==> config.mk <==
export PLATFORM = sky130hd
export DESIGN_NAME = reg_file_mp_sb
export DESIGN_NICKNAME = d
export VERILOG_FILES = /design/src/rtl/reg_file_mp_sb_pkg.sv /design/src/rtl/reg_file_mp_sb_scoreboard.sv /design/src/rtl/reg_file_mp_sb.sv
export SDC_FILE = /design/constraint.sdc
export NUM_CORES = 2
export LEC_CHECK = 0
export ABC_AREA = 1
export ABC_CLOCK_PERIOD_IN_PS = 25400
export BUFFER_PORTS_ARGS = -buffer_cell sky130_fd_sc_hd__buf_2
export CORE_MARGIN = 4
export CORE_UTILIZATION = 30
export CTS_CLUSTER_DIAMETER = 60
export DETAILED_ROUTE_END_ITERATION = 10
export MAX_ROUTING_LAYER = met4
export PLACE_DENSITY = 0.54
export SLEW_MARGIN = 20
export SYNTH_ARGS = -nofsm -noshare
export SYNTH_HDL_FRONTEND = slang
export SYNTH_SLANG_ARGS = --single-unit
==> constraint.sdc <==
create_clock -name clk -period 25.4 [get_ports clk]
set_input_delay 1.27 -clock clk [delete_from_list [all_inputs] [get_ports clk]]
set_output_delay 1.27 -clock clk [all_outputs]
set_load 0.03 [all_outputs]
==> src/rtl/reg_file_mp_sb_pkg.sv <==
// Shared helpers for the multi-port register file: address width and address qualification.
package regfile_pkg;

    localparam int unsigned DEF_DATA_W = 32;
    localparam int unsigned DEF_DEPTH  = 16;

    function automatic int unsigned rf_aw(input int unsigned depth);
        return (depth <= 2) ? 1 : $clog2(depth);
    endfunction

    // False for out-of-range addresses and for the hardwired zero register.
    function automatic logic addr_valid(input int unsigned addr, input int unsigned depth,
                                        input int unsigned zero_reg);
        return (addr < depth) && !((zero_reg != 0) && (addr == 0));
    endfunction

    typedef logic [DEF_DATA_W-1:0]       rf_data_t;
    typedef logic [rf_aw(DEF_DEPTH)-1:0] rf_addr_t;

endpackage

==> src/rtl/reg_file_mp_sb_scoreboard.sv <==
// Per-register busy scoreboard: tracks one outstanding producer per register.
module rf_scoreboard
    import regfile_pkg::*;
#(
    parameter int unsigned DEPTH    = 16,
    parameter int unsigned NUM_RD   = 2,
    parameter int unsigned NUM_WR   = 2,
    parameter int unsigned ZERO_REG = 1,
    parameter int unsigned AW       = rf_aw(DEPTH)
) (
    input  logic                 clk,
    input  logic                 rst,
    input  logic [NUM_RD*AW-1:0] rd_addr,
    output logic [NUM_RD-1:0]    rd_busy,
    input  logic [NUM_WR-1:0]    wr_vld,
    input  logic [NUM_WR*AW-1:0] wr_addr,
    input  logic                 rsv_valid,
    input  logic [AW-1:0]        rsv_addr,
    output logic                 rsv_ready,
    input  logic                 flush,
    output logic [AW:0]          busy_cnt
);

    logic [DEPTH-1:0] busy_q, busy_d;
    logic [AW:0]      cnt_q, cnt_d;
    logic [DEPTH-1:0] wr_hit;
    logic             rsv_blocked;
    logic             rsv_take;

    always_comb begin
        wr_hit      = '0;
        rsv_blocked = 1'b0;
        for (int unsigned r = 0; r < DEPTH; r++) begin
            for (int unsigned i = 0; i < NUM_WR; i++) begin
                if (wr_vld[i] && (wr_addr[i*AW +: AW] == AW'(r))) begin
                    wr_hit[r] = 1'b1;
                end
            end
        end
        for (int unsigned r = 0; r < DEPTH; r++) begin
            if (addr_valid(r, DEPTH, ZERO_REG) && (rsv_addr == AW'(r))) begin
                rsv_blocked = busy_q[r] && !wr_hit[r];
            end
        end
        // rst is left out of the accept term: the async reset already clears the flops.
        rsv_take  = rsv_valid && !flush && !rsv_blocked
                    && addr_valid(32'(rsv_addr), DEPTH, ZERO_REG);
        rsv_ready = !rst && !flush && !rsv_blocked;

        busy_d = busy_q;
        cnt_d  = '0;
        for (int unsigned r = 0; r < DEPTH; r++) begin
            if (flush) begin
                busy_d[r] = 1'b0;
            end else if (rsv_take && (rsv_addr == AW'(r))) begin
                busy_d[r] = 1'b1;
            end else if (wr_hit[r]) begin
                busy_d[r] = 1'b0;
            end
            cnt_d = cnt_d + (AW+1)'(busy_d[r]);
        end

        rd_busy = '0;
        for (int unsigned j = 0; j < NUM_RD; j++) begin
            for (int unsigned r = 0; r < DEPTH; r++) begin
                if (addr_valid(r, DEPTH, ZERO_REG) && (rd_addr[j*AW +: AW] == AW'(r))) begin
                    rd_busy[j] = busy_q[r] && !wr_hit[r];
                end
            end
        end
    end

    always_ff @(posedge clk or posedge rst) begin
        if (rst) begin
            busy_q <= '0;
            cnt_q  <= '0;
        end else begin
            busy_q <= busy_d;
            cnt_q  <= cnt_d;
        end
    end

    assign busy_cnt = cnt_q;

endmodule

==> src/rtl/reg_file_mp_sb.sv <==
// Multi-port register file with write-to-read bypass and a busy scoreboard for hazard tracking.
module reg_file_mp_sb
    import regfile_pkg::*;
#(
    parameter int unsigned DATA_W   = 32,
    parameter int unsigned DEPTH    = 16,
    parameter int unsigned NUM_RD   = 2,
    parameter int unsigned NUM_WR   = 2,
    parameter int unsigned ZERO_REG = 1,
    localparam int unsigned AW      = rf_aw(DEPTH)
) (
    input  logic                     clk,
    input  logic                     rst,
    input  logic [NUM_RD*AW-1:0]     rd_addr,
    output logic [NUM_RD*DATA_W-1:0] rd_data,
    output logic [NUM_RD-1:0]        rd_busy,
    input  logic [NUM_WR-1:0]        wr_en,
    input  logic [NUM_WR*AW-1:0]     wr_addr,
    input  logic [NUM_WR*DATA_W-1:0] wr_data,
    input  logic                     rsv_valid,
    input  logic [AW-1:0]            rsv_addr,
    output logic                     rsv_ready,
    input  logic                     flush,
    output logic [AW:0]              busy_cnt
);

    logic [DATA_W-1:0] regs_q [DEPTH];
    logic [DATA_W-1:0] regs_d [DEPTH];
    logic [NUM_WR-1:0] wr_vld;

    // Ports are applied in ascending order so the highest index wins a conflict.
    always_comb begin
        regs_d = regs_q;
        wr_vld = '0;
        for (int unsigned i = 0; i < NUM_WR; i++) begin
            wr_vld[i] = wr_en[i] && addr_valid(32'(wr_addr[i*AW +: AW]), DEPTH, ZERO_REG);
            if (wr_vld[i]) begin
                regs_d[wr_addr[i*AW +: AW]] = wr_data[i*DATA_W +: DATA_W];
            end
        end
    end

    always_ff @(posedge clk or posedge rst) begin
        if (rst) begin
            regs_q <= '{default: '0};
        end else begin
            regs_q <= regs_d;
        end
    end

    always_comb begin
        rd_data = '0;
        for (int unsigned j = 0; j < NUM_RD; j++) begin
            if (addr_valid(32'(rd_addr[j*AW +: AW]), DEPTH, ZERO_REG)) begin
                rd_data[j*DATA_W +: DATA_W] = regs_q[rd_addr[j*AW +: AW]];
                for (int unsigned i = 0; i < NUM_WR; i++) begin
                    if (wr_vld[i] && (wr_addr[i*AW +: AW] == rd_addr[j*AW +: AW])) begin
                        rd_data[j*DATA_W +: DATA_W] = wr_data[i*DATA_W +: DATA_W];
                    end
                end
            end
        end
    end

    rf_scoreboard #(
        .DEPTH    (DEPTH),
        .NUM_RD   (NUM_RD),
        .NUM_WR   (NUM_WR),
        .ZERO_REG (ZERO_REG),
        .AW       (AW)
    ) u_scoreboard (
        .clk       (clk),
        .rst       (rst),
        .rd_addr   (rd_addr),
        .rd_busy   (rd_busy),
        .wr_vld    (wr_vld),
        .wr_addr   (wr_addr),
        .rsv_valid (rsv_valid),
        .rsv_addr  (rsv_addr),
        .rsv_ready (rsv_ready),
        .flush     (flush),
        .busy_cnt  (busy_cnt)
    );

endmodule

==> results.py <==
metrics = {
    "sta": {
        "rsz0062_at_grt": "no",
        "fin_crit_ns": 7.45,
        "fin_tns_setup_ns": 0,
        "finalCritPeriodShare_pct": 29.3,
        "drv_slew": 0,
        "setup_slack_ns": 17.95,
        "max_freq_mhz": 134,
        "tightest_slew_ns": 1.24,
        "fin_worst_skew_ns": 0.0208,
        "final_hold_viol_count": 0,
        "setup_viol": 0,
        "maxSlewHeadroom_pct": 17.4,
    },
    "synth": {
        "synth-main-ff-cell": "dfrtp_1",
        "synth_area_um2": 33400,
        "synth.distinct_cells": 51,
        "postSynthCellCount": 4543,
        "synth_seq_cells": 533,
        "yosysSeqAreaShare_pct": 39.9,
        "syn_nets": 4648,
        "synth-edff-count": 0,
        "yosysTopAreaCell": "dfrtp_1",
        "ys_async_sr_fraction_pct": 100,
        "synthTopCellsByArea": "dfrtp_1, o21ai_0, nand2_1, o211ai_1, inv_1",
        "syn_area_per_cell_um2": 7.36,
        "synth_warnings": 0,
        "synth_top_area_share_pct": 39.9,
    },
    "global_routing": {
        "grt_max_degree": 103,
        "antenna_found_initial": 18,
        "grt_pass1_vias": 32645,
        "grt_use_total_pct": 27.5,
        "grt_pass1_wl_um": 233000,
        "grt_overflow": 0,
    },
    "hold_path": {
        "min_path_cells": 0,
        "hp-class": "reg -> reg",
    },
    "placement": {
        "hpwl_um": 92400,
        "dpl_cell_area_um2": 35000,
        "gp_congestion": 0.948,
        "preCtsSetupSlack_ns": 17.33,
        "numPortBuffers": 161,
    },
    "clock_network": {
        "cts_max_level": 2,
        "clock-root-buffer": "clkbuf_16",
        "numClockSinks": 533,
        "postCtsHoldBufs": 0,
        "post_cts_buffers": 0,
        "insertion_delay_ns": 0.67,
        "clk_pin_slew_ns": 0.07,
        "numCtsBuffers": 60,
        "cts_resized": 0,
        "clk_path_buf_depth": 3,
        "cts_tree": "built",
    },
    "detailed_routing": {
        "drt_iter0_drc": 4727,
        "wl_per_cell_um": 27.5,
        "vias": 35570,
        "drt_drc_violations_left": 0,
        "routed_wl_um": 162000,
        "dr.pass1.iters": 7,
        "via_per_inst": 6.02,
        "ant_nets": 0,
    },
    "critical_path": {
        "r2r_cells": 22,
        "critPathMaxFanout": 65,
        "worst-path-stages": 25,
        "crit_buf_inv": 4,
        "cp.required_ns": 25.97,
        "crit_arrival_ns": 8.03,
        "start_kind": "primary input",
        "crit_top_cell": "fa_1",
        "cpPeakStageDelay_ns": 0.89,
        "cp_slowest_cell": "nand3_4",
        "crit_family": "simple AND/OR/NAND/NOR gates",
        "end_kind": "flip-flop",
        "path_class": "in -> reg",
    },
    "final_layout": {
        "post-route-util_pct": 33.6,
        "drive_gt1_share_pct": 10.2,
        "nNetsFinal": 4461,
        "regArea_um2": 13300,
        "final_area_um2": 37200,
        "fillers": 11799,
        "multi_input_comb_area_um2": 16500,
        "area_growth_pct": 11.1,
    },
    "flow_run": {
        "maxCapViolCount": 0,
    },
    "floorplanning": {
        "die_y_um": 342,
        "core_area_um2": 111000,
        "pin_count": 162,
        "dieArea_um2": 117000,
        "die_w_um": 342,
        "initial_utilization_pct": 30.2,
        "rows": 122,
    },
    "pwr": {
        "power.static_leakage_nw": 16.7,
        "powerDensity_nw_per_um2": 78.6,
        "vdd_drop_max_v": 0.0000519,
        "p_total_mw": 2.92,
    },
    "run_status": {
        "status": "complete, no violations",
    },
}
## layout make-up
type	instances	share of cell area (%)
well taps	1488	5.01
multi-input cells	3005	44.4
repair buffers	235	3.66
diodes	12	0.0808
flip-flops and latches	533	35.9
clock buffers	88	4.92
clock inverters	23	0.707
inverters	521	5.30
## cells in the mapped netlist, types with 35 or more instances
library cell    n
a22oi_1        37
dfrtp_1       533
a31oi_1        39
a21oi_1       264
inv_1         502
nand3_1        77
o211ai_1      255
nand4_1        51
buf_1          35
nor2_1        158
a211oi_1       78
nand2_1       718
o22ai_1       285
o2111ai_1      50
clkbuf_1      423
o21ai_0       832
## where the power goes
| group | leakage [nW] | total (mW) | internal [mW] | switching (mW) |
|---|---|---|---|---|
| sequential | 6.27 | 1.13 | 1.04 | 0.0843 |
| combinational | 9.35 | 0.847 | 0.285 | 0.563 |
| clock | 1.03 | 0.951 | 0.547 | 0.403 |
| total | 16.7 | 2.92 | 1.87 | 1.05 |
## sequential cells by signal, summed over array words and instances, names as in the netlist
register and count:
u_scoreboard.busy_cnt 5, u_scoreboard.busy_q 16, regs_q 512
## cells by family (layout without fill, tap and decap cells)
group | Yosys count | count (layout) | synth area share, %
flip-flops | 533 | 533 | 39.9
buffers and inverters | 1005 | 867 | 11.5
AND/OR/NAND/NOR | 1058 | 1058 | 13.4
AO/OA/AOI/OAI | 1916 | 1916 | 34.0
other | 0 | 12 | 0
adder cells (fa/ha/maj) | 15 | 15 | 0.786
XOR/XNOR | 16 | 16 | 0.419
## stage by stage
step,hold slack (ns),cells
after detailed placement,0.388,5782
after global placement,0.385,5782
after global routing,0.412,5901
final,0.400,5905
after CTS,0.403,5893
after floorplan,0.451,4543
## placed cells by master (no fill, tap or decap), drive strengths merged
cell type	n
a21o	23
nor2	171
diode	12
a21oi	274
clkinvlp	3
ha	5
o31ai	1
clkinv	18
o2bb2ai	1
o2111ai	50
o211ai	255
xnor2	5
a221oi	11
nor4	7
o22ai	285
bufinv	5
a41oi	9
a31oi	39
o221ai	12
buf	235
nand2	723
fa	10
a211oi	78
o32ai	5
o21ai	834
nand4	52
a22oi	37
dfrtp	533
nand3b	2
clkbuf	88
inv	518
a22o	1
nand3	94
xor2	11
nor3	9
o211a	1
## layer usage
metal  share of wire [%]  vias up  GRT usage, %
li1                    -    15481             -
met1                  42    17144          38.3
met2                  41     2519          37.9
met3                  13      426          7.36
met4                 4.2        0          10.4
met5                   0        -             -
## final timing paths
check                                        from  slack (ns)                  endpoint
hold / removal                        regs_q[493]        0.40               regs_q[493]
min in group asynchronous                     rst        0.79  u_scoreboard.busy_cnt[2]
max in group asynchronous                     rst       22.19               regs_q[204]
hold reg to reg                       regs_q[493]        0.40               regs_q[493]
setup / recovery                       wr_addr[3]       17.95  u_scoreboard.busy_cnt[4]
setup reg to reg           u_scoreboard.busy_q[1]       20.05  u_scoreboard.busy_cnt[4]
No activity file was read; power rests on OpenSTA's default activity.
